$ cat config.mk
export PLATFORM = sky130hd
export DESIGN_NAME = gate_range_ctrl_flat
export DESIGN_NICKNAME = d
export VERILOG_FILES = /design/src/rtl/gate_range_ctrl_if.sv /design/src/rtl/gate_range_ctrl.sv /design/src/flat_wrapper.sv
export SDC_FILE = /design/constraint.sdc
export NUM_CORES = 1
export LEC_CHECK = 0
export ABC_AREA = 1
export CAP_MARGIN = 10
export CORE_ASPECT_RATIO = 2
export CORE_UTILIZATION = 56
export DETAILED_ROUTE_END_ITERATION = 7
export PLACE_DENSITY = 0.8
export SLEW_MARGIN = 20
export SYNTH_ARGS = -nofsm -noshare
export SYNTH_HDL_FRONTEND = slang
export SYNTH_SLANG_ARGS = --single-unit
$ cat constraint.sdc
create_clock -name CLK_50 -period 2 [get_ports CLK_50]
set_clock_uncertainty 0.2 [all_clocks]
set_input_delay 0.5 -clock CLK_50 [delete_from_list [all_inputs] [get_ports CLK_50]]
set_output_delay 0.5 -clock CLK_50 [all_outputs]
set_load 0.01 [all_outputs]
$ cat src/rtl/gate_range_ctrl_if.sv
// Bus between the gate/range sequencer and the store/clear controller and
// counter datapath. The sequencer side is "master", the environment "slave".
interface gate_range_ctrl_if;
   logic       measure_mode;
   logic       auto_range;
   logic [1:0] man_sel;
   logic       OF;
   logic       UR;
   logic [1:0] Status_Value;
   logic       Enable;
   logic [1:0] F_sel;
   logic [1:0] T_sel;
   logic [4:0] unable;

   modport master (
      input  measure_mode, auto_range, man_sel, OF, UR, Status_Value,
      output Enable, F_sel, T_sel, unable
   );

   modport slave (
      output measure_mode, auto_range, man_sel, OF, UR, Status_Value,
      input  Enable, F_sel, T_sel, unable
   );
endinterface

$ cat src/rtl/gate_range_ctrl.sv
// Measurement sequencer and auto-ranger: generates the counting window,
// waits for the store/clear handshake, then picks the next range from the
// overflow / under-range flags of the gate that just finished.
module gate_range_ctrl #(
   parameter int GATE_LEN = 50000000,
   parameter int WAIT_MAX = 10000000,
   parameter int UR_HYST  = 2
) (
   input  logic               CLK_50,
   input  logic               nRST,
   gate_range_ctrl_if.master  bus
);

   localparam logic [1:0] S_IDLE   = 2'd0;
   localparam logic [1:0] S_GATE   = 2'd1;
   localparam logic [1:0] S_WAIT   = 2'd2;
   localparam logic [1:0] S_DECIDE = 2'd3;

   localparam logic [25:0] GATE_LAST = 26'(GATE_LEN - 1);
   localparam logic [25:0] WAIT_LAST = 26'(WAIT_MAX - 1);
   localparam int          UW        = $clog2(UR_HYST + 1);
   localparam logic [UW-1:0] UR_TGT  = UW'(UR_HYST);

   logic [1:0]    state;
   logic [25:0]   gate_cnt;
   logic [25:0]   wait_cnt;
   logic          idle_ok;
   logic          mode_q;
   logic          of_seen;
   logic          ur_seen;
   logic          left;
   logic          abort;
   logic [UW-1:0] ur_cnt;
   logic          enable_q;
   logic [1:0]    f_sel_q;
   logic [1:0]    t_sel_q;
   logic [2:0]    unable_q;

   logic          stat_idle;
   logic          mode_chg;
   logic [1:0]    f_nxt;
   logic [1:0]    t_nxt;
   logic [UW-1:0] ur_nxt;
   logic [UW-1:0] ur_inc;
   logic          chg;
   logic          ovr_top;
   logic          und_bot;

   assign stat_idle = (bus.Status_Value == 2'b11);
   assign mode_chg  = (bus.measure_mode != mode_q);

   assign bus.Enable = enable_q;
   assign bus.F_sel  = f_sel_q;
   assign bus.T_sel  = t_sel_q;
   assign bus.unable = {2'b00, unable_q};

   // Next range decision, consumed only in DECIDE. Larger range is F+1 / T-1.
   always_comb begin
      f_nxt   = f_sel_q;
      t_nxt   = t_sel_q;
      ur_nxt  = '0;
      chg     = 1'b0;
      ovr_top = 1'b0;
      und_bot = 1'b0;
      ur_inc  = ur_cnt + 1'b1;
      if (abort || mode_chg) begin
         // selects held; the next gate is measured in a new context
         chg = 1'b1;
      end else if (!bus.auto_range) begin
         if (mode_q) begin
            t_nxt = bus.man_sel;
            chg   = (bus.man_sel != t_sel_q);
         end else begin
            f_nxt = bus.man_sel;
            chg   = (bus.man_sel != f_sel_q);
         end
      end else if (of_seen) begin
         if (mode_q) begin
            if (t_sel_q == 2'b00) ovr_top = 1'b1;
            else                  t_nxt   = t_sel_q - 2'd1;
         end else begin
            if (f_sel_q == 2'b11) ovr_top = 1'b1;
            else                  f_nxt   = f_sel_q + 2'd1;
         end
         chg = !ovr_top;
      end else if (ur_seen) begin
         if (ur_inc == UR_TGT) begin
            if (mode_q) begin
               if (t_sel_q == 2'b11) und_bot = 1'b1;
               else                  t_nxt   = t_sel_q + 2'd1;
            end else begin
               if (f_sel_q == 2'b00) und_bot = 1'b1;
               else                  f_nxt   = f_sel_q - 2'd1;
            end
            chg = !und_bot;
         end else begin
            ur_nxt = ur_inc;
         end
      end
   end

   // Sequencer: IDLE -> GATE -> WAIT -> DECIDE -> IDLE
   always_ff @(posedge CLK_50 or negedge nRST) begin
      if (!nRST) begin
         state    <= S_IDLE;
         gate_cnt <= '0;
         wait_cnt <= '0;
         idle_ok  <= 1'b0;
         mode_q   <= 1'b0;
         of_seen  <= 1'b0;
         ur_seen  <= 1'b0;
         left     <= 1'b0;
         abort    <= 1'b0;
         ur_cnt   <= '0;
         enable_q <= 1'b0;
         f_sel_q  <= 2'b00;
         t_sel_q  <= 2'b11;
         unable_q <= 3'b001;
      end else begin
         case (state)
            S_IDLE: begin
               // two consecutive idle statuses before opening a gate
               if (stat_idle) begin
                  if (idle_ok) begin
                     state    <= S_GATE;
                     enable_q <= 1'b1;
                     gate_cnt <= '0;
                     of_seen  <= 1'b0;
                  end else begin
                     idle_ok <= 1'b1;
                  end
               end else begin
                  idle_ok <= 1'b0;
               end
            end
            S_GATE: begin
               of_seen <= of_seen | bus.OF;
               if (mode_chg) begin
                  enable_q <= 1'b0;
                  abort    <= 1'b1;
                  state    <= S_WAIT;
                  wait_cnt <= '0;
                  left     <= 1'b0;
               end else if (gate_cnt == GATE_LAST) begin
                  enable_q <= 1'b0;
                  ur_seen  <= bus.UR;
                  state    <= S_WAIT;
                  wait_cnt <= '0;
                  left     <= 1'b0;
               end else begin
                  gate_cnt <= gate_cnt + 26'd1;
               end
            end
            S_WAIT: begin
               // discarded gates never leave 11, so the timeout ends those
               if (!stat_idle) left <= 1'b1;
               if ((left && stat_idle) || (wait_cnt == WAIT_LAST)) state <= S_DECIDE;
               else wait_cnt <= wait_cnt + 26'd1;
            end
            default: begin
               mode_q   <= bus.measure_mode;
               f_sel_q  <= f_nxt;
               t_sel_q  <= t_nxt;
               ur_cnt   <= ur_nxt;
               unable_q <= {und_bot, ovr_top, chg};
               abort    <= 1'b0;
               idle_ok  <= 1'b0;
               state    <= S_IDLE;
            end
         endcase
      end
   end

endmodule

$ cat src/flat_wrapper.sv
// flat-port wrapper written by rule: the top's interface ports become plain ports
module gate_range_ctrl_flat 
#(
   parameter int GATE_LEN = 50000000,
   parameter int WAIT_MAX = 10000000,
   parameter int UR_HYST  = 2
)
  (CLK_50, nRST, bus_measure_mode, bus_auto_range, bus_man_sel, bus_OF, bus_UR, bus_Status_Value, bus_Enable, bus_F_sel, bus_T_sel, bus_unable);
  gate_range_ctrl_if bus_i ();
  input  logic CLK_50;
  input  logic nRST;
  input wire logic [$bits(bus_i.measure_mode)-1:0] bus_measure_mode;
  input wire logic [$bits(bus_i.auto_range)-1:0] bus_auto_range;
  input wire logic [$bits(bus_i.man_sel)-1:0] bus_man_sel;
  input wire logic [$bits(bus_i.OF)-1:0] bus_OF;
  input wire logic [$bits(bus_i.UR)-1:0] bus_UR;
  input wire logic [$bits(bus_i.Status_Value)-1:0] bus_Status_Value;
  output wire logic [$bits(bus_i.Enable)-1:0] bus_Enable;
  output wire logic [$bits(bus_i.F_sel)-1:0] bus_F_sel;
  output wire logic [$bits(bus_i.T_sel)-1:0] bus_T_sel;
  output wire logic [$bits(bus_i.unable)-1:0] bus_unable;
  assign bus_i.measure_mode = bus_measure_mode;
  assign bus_i.auto_range = bus_auto_range;
  assign bus_i.man_sel = bus_man_sel;
  assign bus_i.OF = bus_OF;
  assign bus_i.UR = bus_UR;
  assign bus_i.Status_Value = bus_Status_Value;
  assign bus_Enable = bus_i.Enable;
  assign bus_F_sel = bus_i.F_sel;
  assign bus_T_sel = bus_i.T_sel;
  assign bus_unable = bus_i.unable;
  gate_range_ctrl #(.GATE_LEN(GATE_LEN), .WAIT_MAX(WAIT_MAX), .UR_HYST(UR_HYST)) u_core (.CLK_50(CLK_50), .nRST(nRST), .bus(bus_i));
endmodule
After elaboration in Yosys (flattened, before gate mapping)
Cells that the tools add are included.
W data, S select, Z words.

cells by class
  $add $sub $neg = 7
  equality and inequality tests = 31
  multiplexer cells = 80
  bitwise logic cells = 5
  reduce and logical (&&, ||, !) cells = 24

operators with widths
  operator                 number
  $mux W26                 7
  $pmux W26 S2             2
  $mux W2                  28
  $add A26 B1 Y26 const B  2
  $mux W1                  37
  $eq A26 B24 Y1 const B   1
  $eq A26 B26 Y1 const B   1
  $reduce_and A9 Y1        2
  $ne A2 B2 Y1 const B     6
  $reduce_and A3 Y1        4
  $eq A2 B2 Y1 const B     5
  $ne A2 B1 Y1 const B     5
  $pmux W1 S2              5
  $ne A3 B1 Y1 const B     3
  $ne A3 B3 Y1 const B     3
  $reduce_and A4 Y1        2
  $add A2 B1 Y2 const B    3
  $logic_not A2 Y1         3
  $pmux W2 S3              1
  $reduce_bool A2 Y1       3
  $reduce_and A5 Y1        1
  $ne A2 B2 Y1             2
  $ne A4 B2 Y1 const B     1
  $ne A4 B4 Y1 const B     1
  other kinds (12)         19

word-level totals
  flip-flop bits (word level) = 70
  input port bits = 10
  output and inout port bits = 10
  word-level logic and storage cells = 161

Longest topological paths before layout
Gate-level depths: netlist of the first run.

  depth after elaboration = 14
  mapped depth = 12
  gate-level depth less buffers = 12

Worst setup path before layout of the first run
No wires, ideal clock.

  path type = register to register
  start = register u_core.gate_cnt[0]
  end = register u_core.wait_cnt[12]
  library setup time = 0.115 ns
  arrival = 1.552 ns
  required time = 1.685 ns
  setup slack = 0.132 ns
  stages on the path, launching flop included = 12
  period minus slack after synthesis = 1.868 ns
  cell sequence = dfrtp_1 ha_1 nand2_2 nor2_2 nand3_1 nor2_2 nand2_2 nand2_4 nand2_8 buf_12 nand2_2 nand2_2

on the way
  longest elaborated chain between the ends = 3

ends and longest elaborated chain
  what                         RTL line                text
  from (decl)                  gate_range_ctrl.sv:25   logic [25:0] gate_cnt;
  from (signal assigned)       gate_range_ctrl.sv:151  gate_cnt <= gate_cnt + 26'd1;
  $eq A26 B26 Y1               gate_range_ctrl.sv:144  end else if (gate_cnt == GATE_LAST) begin
  $ne A3 B1 Y1 (no line)       n/a
  $reduce_and A3 Y1 (no line)  n/a
  to (signal assigned)         gate_range_ctrl.sv:158  else wait_cnt <= wait_cnt + 26'd1;
  to (decl)                    gate_range_ctrl.sv:26   logic [25:0] wait_cnt;

No other way between the ends.
A chain may end at the register's enable or synchronous reset.

Final worst setup path of the first run
  start = register u_core.gate_cnt[0]
  end = register u_core.gate_cnt[23]

on the way
  longest elaborated chain between the ends = 4

ends and longest elaborated chain
  what             RTL line                text
  $add A26 B1 Y26  gate_range_ctrl.sv:151
  $mux W26         gate_range_ctrl.sv:144
  $mux W26         gate_range_ctrl.sv:138  if (mode_chg) begin
  $pmux W26 S2     gate_range_ctrl.sv:120  case (state)

Several ways; a longest one is shown, not always the timed one. The select of a mux whose other input is x is not followed.

==> results.cfg, run 1 <==
[status]
outcome = finished, violations left
violations = hold timing, setup timing

[global_route]
grt_usage = 0.3738
grt_pass1_vias = 5839
grt_pass1_wl_um = 27280
antenna_found_initial = 0
grt_max_degree = 71
grt_overflow = 0

[clocking]
clkLatencyLatePin_ns = 0.34
clk_pin_slew_ns = 0.06
cts_buffers = 9
cts-root-buf = clkbuf_16
h-tree-depth = 3
cts_tree = built
clock-sinks = 70
ctsLongestPathBuffers = 2

[timing]
layout_setup_ws_ns = -0.1253
holdWs_ns = -0.02059
min_period_ns = 2.125
max_clock_freq_ghz = 0.4705
report.final.setup_viol = 45
rsz0062_at_grt = true
timing.final.crit_share = 1.063
finalMaxSlewViolations = 0
hold_viol = 27

[worst_setup_path]
slowest_delay_ns = 0.38
crit_slowest_cell = dfrtp_1
worstPathCellList = ha_2, nand2_2, nor2_4, nand3_2, nor2_2, nand2_2, buf_6, nand3_4, buf_12, nand2_8, nand2_1, nand2_1
critPathKind = reg -> reg
critPathCaptureType = flop
crit_buf_inv = 2
cp.required_ns = 2.03
cp_max_fo = 7
critPathArrivalTime_ns = 2.15
cp-start-kind = flop
cpLargestDelayFamily = simple AND/OR/NAND/NOR gates

[route]
routed_wl_um = 19180
drc = 0
vias_per_cell = 5.936
num_vias = 6162
wl_per_cell_um = 18.47
dr.first_iter.drc_count = 513
drtAntennaViolNets = 0
first_pass_iters = 6

[die]
die_h_um = 137.5
io_pins = 20
start_util = 0.5746
die_x_um = 69.77
die_area_mm2 = 0.009596
core-area_mm2 = 0.008951
placementRows = 49

[yosys]
ys_types = 39
syn-cell-area_mm2 = 0.005144
yosys_warnings = 0
syn_area_per_cell_um2 = 6.366
ys_seq_area_frac = 0.3413
synth_seq_cells = 70
synth_cells = 808

[placed_design]
gp_congestion = 1.005
dp_hpwl_um = 12150
portBuffers = 17
placed_area_mm2 = 0.005986

[power_and_ir_drop]
switchingPower_mw = 3.606
power_mw = 8.067
p_per_area_mw_per_mm2 = 1141
power_frac_seq = 0.215
pwr-share-comb = 0.567
internal-power_mw = 4.461
p_leak_nw = 3.195
peakVddDrop_mv = 0.8510
p_clk_frac = 0.218
switching_share = 0.4470

[run]
max-cap-violations = 0

[cells_and_area]
fin_nets = 947
area.sequential_mm2 = 0.001755
final_cell_area_mm2 = 0.007071
drive_gt1_frac = 0.2788
fillCellCount = 638
syn_to_final_growth_pct = 37.46
multi_input_area_mm2 = 0.003457
diodes = 0

[min_path]
hold_path_class = in -> async
-- worst register-to-register path, delay by kind of cell, from the launching register on --
family                     cells  cell delay, ns
and+or+nand+nor                9            0.90
DFF                            1            0.38
buffers and inverters          2            0.29
adders and majority gates      1            0.22
-- worst paths after layout --
| path | slack, ns | start | to | depth (start not counted) |
|---|---|---|---|---|
| worst min register to register | 0.29 | u_core.unable_q[1] | u_core.unable_q[1] | 2 |
| worst min-delay path | -0.02 | nRST | u_core.wait_cnt[1] | 2 |
| min in group CLK_50 | 0.29 | u_core.unable_q[1] | u_core.unable_q[1] | 2 |
| worst max-delay path | -0.13 | u_core.gate_cnt[0] | u_core.gate_cnt[23] | 12 |
| worst max register to register | -0.13 | u_core.gate_cnt[0] | u_core.gate_cnt[23] | 12 |
| max in group asynchronous | 1.25 | nRST | u_core.bus.T_sel[1] | 2 |
-- flip-flops by register name, indices dropped and copies added (netlist names) --
register	cells
u_core.state	2
u_core.of_seen	1
u_core.unable_q	3
u_core.bus.Enable	1
u_core.bus.F_sel	2
u_core.abort	1
u_core.ur_seen	1
u_core.idle_ok	1
u_core.gate_cnt	26
u_core.left	1
u_core.ur_cnt	2
u_core.wait_cnt	26
u_core.mode_q	1
u_core.bus.T_sel	2
-- Yosys cell counts (all sizes together) --
cell       n  share of area
o2111ai    1         0.0017
xnor2      5         0.0085
a21boi     1         0.0015
dfrtp     67           0.33
and2       1         0.0012
nand3b     2         0.0029
nor3       9         0.0088
buf       16          0.028
xor2       9          0.015
o21ai     18          0.018
conb       1        0.00073
nor2     151           0.12
a21oi      9         0.0088
nand2    320           0.25
nand4     10          0.012
dfstp      3          0.015
nand3     89          0.089
inv       73          0.053
ha         6          0.015
clkbuf     5         0.0036
o21a       1         0.0017
or2        1         0.0012
a22oi      2         0.0029
o31ai      1         0.0015
o21bai     3         0.0066
nor3b      4         0.0058
-- cells in the final DEF (no fill, tap or decap), types with 15 or more instances in the layout --
| cell | instances |
|---|---|
| nand2_1 | 253 |
| nor2_1 | 134 |
| buf_4 | 89 |
| dfrtp_1 | 67 |
| inv_1 | 66 |
| nand3_1 | 61 |
| nand2_2 | 58 |
| nand3_2 | 25 |
| o21ai_0 | 15 |
-- area by class of cell --
cell class / count / area share
clock buffer: 12 / 0.03486
clock inverter: 4 / 0.009910
inverter: 73 / 0.03875
multi-input combinational: 651 / 0.4889
sequential: 70 / 0.2483
tap: 102 / 0.01805
timing repair buffer: 126 / 0.1612
-- stage by stage --
stage                     utilization  worst slack, ns  setup TNS [ns]  instances
final                          0.7899          -0.1253          -3.471       1038
after global routing           0.7899          -0.1920          -6.109       1038
after CTS                      0.7357         -0.01610        -0.09946       1026
after detailed placement       0.6687          -0.3944          -19.62        995
after global placement         0.6687          -0.3677          -17.26        995
after floorplan                     -           0.1323               0        809
-- power by group through the flow --
stage | sequential, mW | clock, mW | combinational (mW)
4_1_cts | 1.72 | 1.74 | 3.56
5_1_grt | 1.75 | 1.81 | 4.78
3_3_place_gp | 1.74 | 0 | 2.77
6_report | 1.73 | 1.76 | 4.57
3_5_place_dp | 1.75 | 0 | 2.85
2_1_floorplan | 1.77 | 0 | 1.88
-- per-layer routing --
metal	GRT usage	wire [µm]	vias to the layer above
met5	0	0	-
met3	0.06730	988	169
met1	0.3108	5553	2862
met4	0.3489	2159	0
met2	0.7174	10470	341
li1	-	-	2790
-- timing repair --
action / CTS / global route
buffers inserted: 11 / 10
cloned: 4 / 4
hold buffers: 0 / 0
pin swaps: 23 / 30
resized for setup: 40 / 96
endpoints found under the setup margin: 47 / 65
-- cells by family (layout without fill, tap and decap cells) --
family	Yosys count	after routing	synth area share
DFF	70	70	0.3413
other	1	2	0.0007290
buffers and inverters	94	215	0.08538
AOI/OAI and AO/OA	36	36	0.04281
adders and majority gates	6	6	0.01459
xor gates and xnor gates	14	14	0.02384
and+or+nand+nor	587	593	0.4914
Note: power is estimated with default switching activity, not from simulation.
==> inputs of run 2 (changes only) <==
CTS_CLUSTER_DIAMETER = 200   (was unset)
CTS_CLUSTER_SIZE = 14   (was unset)
HOLD_SLACK_MARGIN = 0.03   (was unset)
==> run 2 against run 1 <==
  * The run ends with setup timing left
  * Cell count barely moved
  * Critical endpoint unchanged
  * Sequential power hardly changed
  * Sequential share of layout area barely moved
==> results.cfg, run 2 (same netlist as run 1, synthesis figures left out) <==
[status]
outcome = finished, violations left
violations = setup timing

[power_and_ir_drop]
p_per_area_mw_per_mm2 = 1138
peakVddDrop_mv = 0.8455
p_leak_nw = 3.199

[cells_and_area]
area.sequential_mm2 = 0.001755
final_cell_mix = 253 x nand2_1, 134 x nor2_1, 89 x buf_4, 67 x dfrtp_1, 66 x inv_1
reg.largest.list = u_core.gate_cnt: 26 flops, u_core.wait_cnt: 26 flops, u_core.unable_q: 3 flops
fin_nets = 948
multi_input_area_mm2 = 0.003457
diodes = 0
final_common_cell = nand2_1
fillCellCount = 637
drive_gt1_frac = 0.2785
finalNonFillerCells = 1039
final_cell_area_mm2 = 0.007081
syn_to_final_growth_pct = 37.66

[worst_setup_path]
reg2reg_setup_slack_ns = -0.13
critPathArrivalTime_ns = 2.16
critPathCaptureType = flop
r2r-start = u_core.gate_cnt[0]
cp-start-kind = flop
slowest_delay_ns = 0.39
cp.required_ns = 2.03
critPathLaunch = u_core.gate_cnt[0]
cp_max_fo = 7
cpLargestDelayFamily = simple AND/OR/NAND/NOR gates
crit_slowest_cell = dfrtp_1
reg2reg_depth = 12
crit_buf_inv = 2
worstPathCellList = ha_2, nand2_2, nor2_4, nand3_2, nor2_2, nand2_2, buf_6, nand3_4, buf_12, nand2_8, nand2_1, nand2_1
critPathKind = reg -> reg
timing.rr.end = u_core.gate_cnt[23]

[timing]
setup_total_negative_slack_ns = -3.667
max_clock_freq_ghz = 0.4691
layout_setup_ws_ns = -0.1315
report.final.setup_viol = 45
timing.final.crit_share = 1.066
finalMaxSlewViolations = 0
holdWs_ns = 0.2864
hold_viol = 0
min_period_ns = 2.132
rsz0062_at_grt = true

[clocking]
cts_tree = built
h-tree-depth = 3
ctsLongestPathBuffers = 2
clock-sinks = 70
cts-root-buf = clkbuf_16
clkLatencyLatePin_ns = 0.34
clk_pin_slew_ns = 0.06
cts_buffers = 9

[route]
first_pass_iters = 5
drc = 0
routed_wl_um = 19180
num_vias = 6115
vias_per_cell = 5.885
wl_per_cell_um = 18.46
dr.first_iter.drc_count = 506
drtAntennaViolNets = 0

[die]
die_area_mm2 = 0.009596
die_h_um = 137.5
core-area_mm2 = 0.008951
die_x_um = 69.77
io_pins = 20
placementRows = 49
start_util = 0.5746

[placed_design]
portBuffers = 17
placedCellCount = 995
gp_congestion = 1.005
placed_area_mm2 = 0.005986
dp_hpwl_um = 12150
pre_cts_ws_ns = -0.3944

[min_path]
hold_path_class = reg -> reg
hold_start = u_core.unable_q[1]
whs_path_depth = 2
hold_path_end = u_core.unable_q[1]

[run]
max-cap-violations = 0

[global_route]
grt_max_degree = 71
grt_overflow = 0
grt_pass1_vias = 5839
grt_usage = 0.3738
antenna_found_initial = 0
grt_pass1_wl_um = 27280
[run 2: cell types whose count changed in the layout (fill, tap and decap cells not counted)]
cell | previous run | this run
dlygate4sd3_1 | 0 | 1
[run 2: how the worst max path moves through the flow]
| stage | cells past startpoint | to | slack, ns |
|---|---|---|---|
| detailed placement | 9 | u_core.bus.T_sel[1] | -0.39 |
| floorplan | 11 | u_core.wait_cnt[12] | 0.13 |
| finish | 12 | u_core.gate_cnt[23] | -0.13 |
| global route | 11 | u_core.gate_cnt[11] | -0.19 |
| global placement | 10 | u_core.bus.F_sel[0] | -0.37 |
| CTS | 12 | u_core.gate_cnt[9] | -0.02 |
[run 2: repair_timing]
item	in CTS	in global routing
setup endpoints to repair	47	65
hold endpoints to repair	67	0
gates cloned	4	4
setup buffers	11	10
pin swaps	23	30
hold buffers	1	0
gates resized for setup	40	96
[run 2: layer usage]
layer / track usage / vias up / wire length [µm]
met5: 0 / - / 0
met4: 0.3489 / 0 / 2022
met3: 0.06730 / 154 / 963
met2: 0.7174 / 323 / 10580
met1: 0.3108 / 2852 / 5614
li1: - / 2786 / -
[run 2: cell type report]
type,count,share of cell area
clock buffers,12,0.03481
clock inverters,4,0.009896
inverters,73,0.03870
multi-input cells,651,0.4882
flip-flops and latches,70,0.2479
well taps,102,0.01802
repair buffers,127,0.1624
[run 2: stage by stage]
step / power [mW] / utilization
2_1_floorplan: 3.649 / -
3_3_place_gp: 4.508 / 0.6687
3_5_place_dp: 4.606 / 0.6687
4_1_cts: 7.029 / 0.7368
5_1_grt: 8.334 / 0.7910
6_report: 8.059 / 0.7910
[run 2: report_power, final]
group	switching (mW)	internal [mW]
sequential	0.131	1.60
combinational	2.83	1.74
clock	0.636	1.12
total	3.60	4.46
[run 2: worst reg2reg max path, cell delays in order, from the launching register on]
cell and delay, ns:
dfrtp_1 0.39, ha_2 0.22, nand2_2 0.08, nor2_4 0.12
nand3_2 0.11, nor2_2 0.11, nand2_2 0.10, buf_6 0.14
nand3_4 0.16, buf_12 0.15, nand2_8 0.09, nand2_1 0.09
nand2_1 0.06
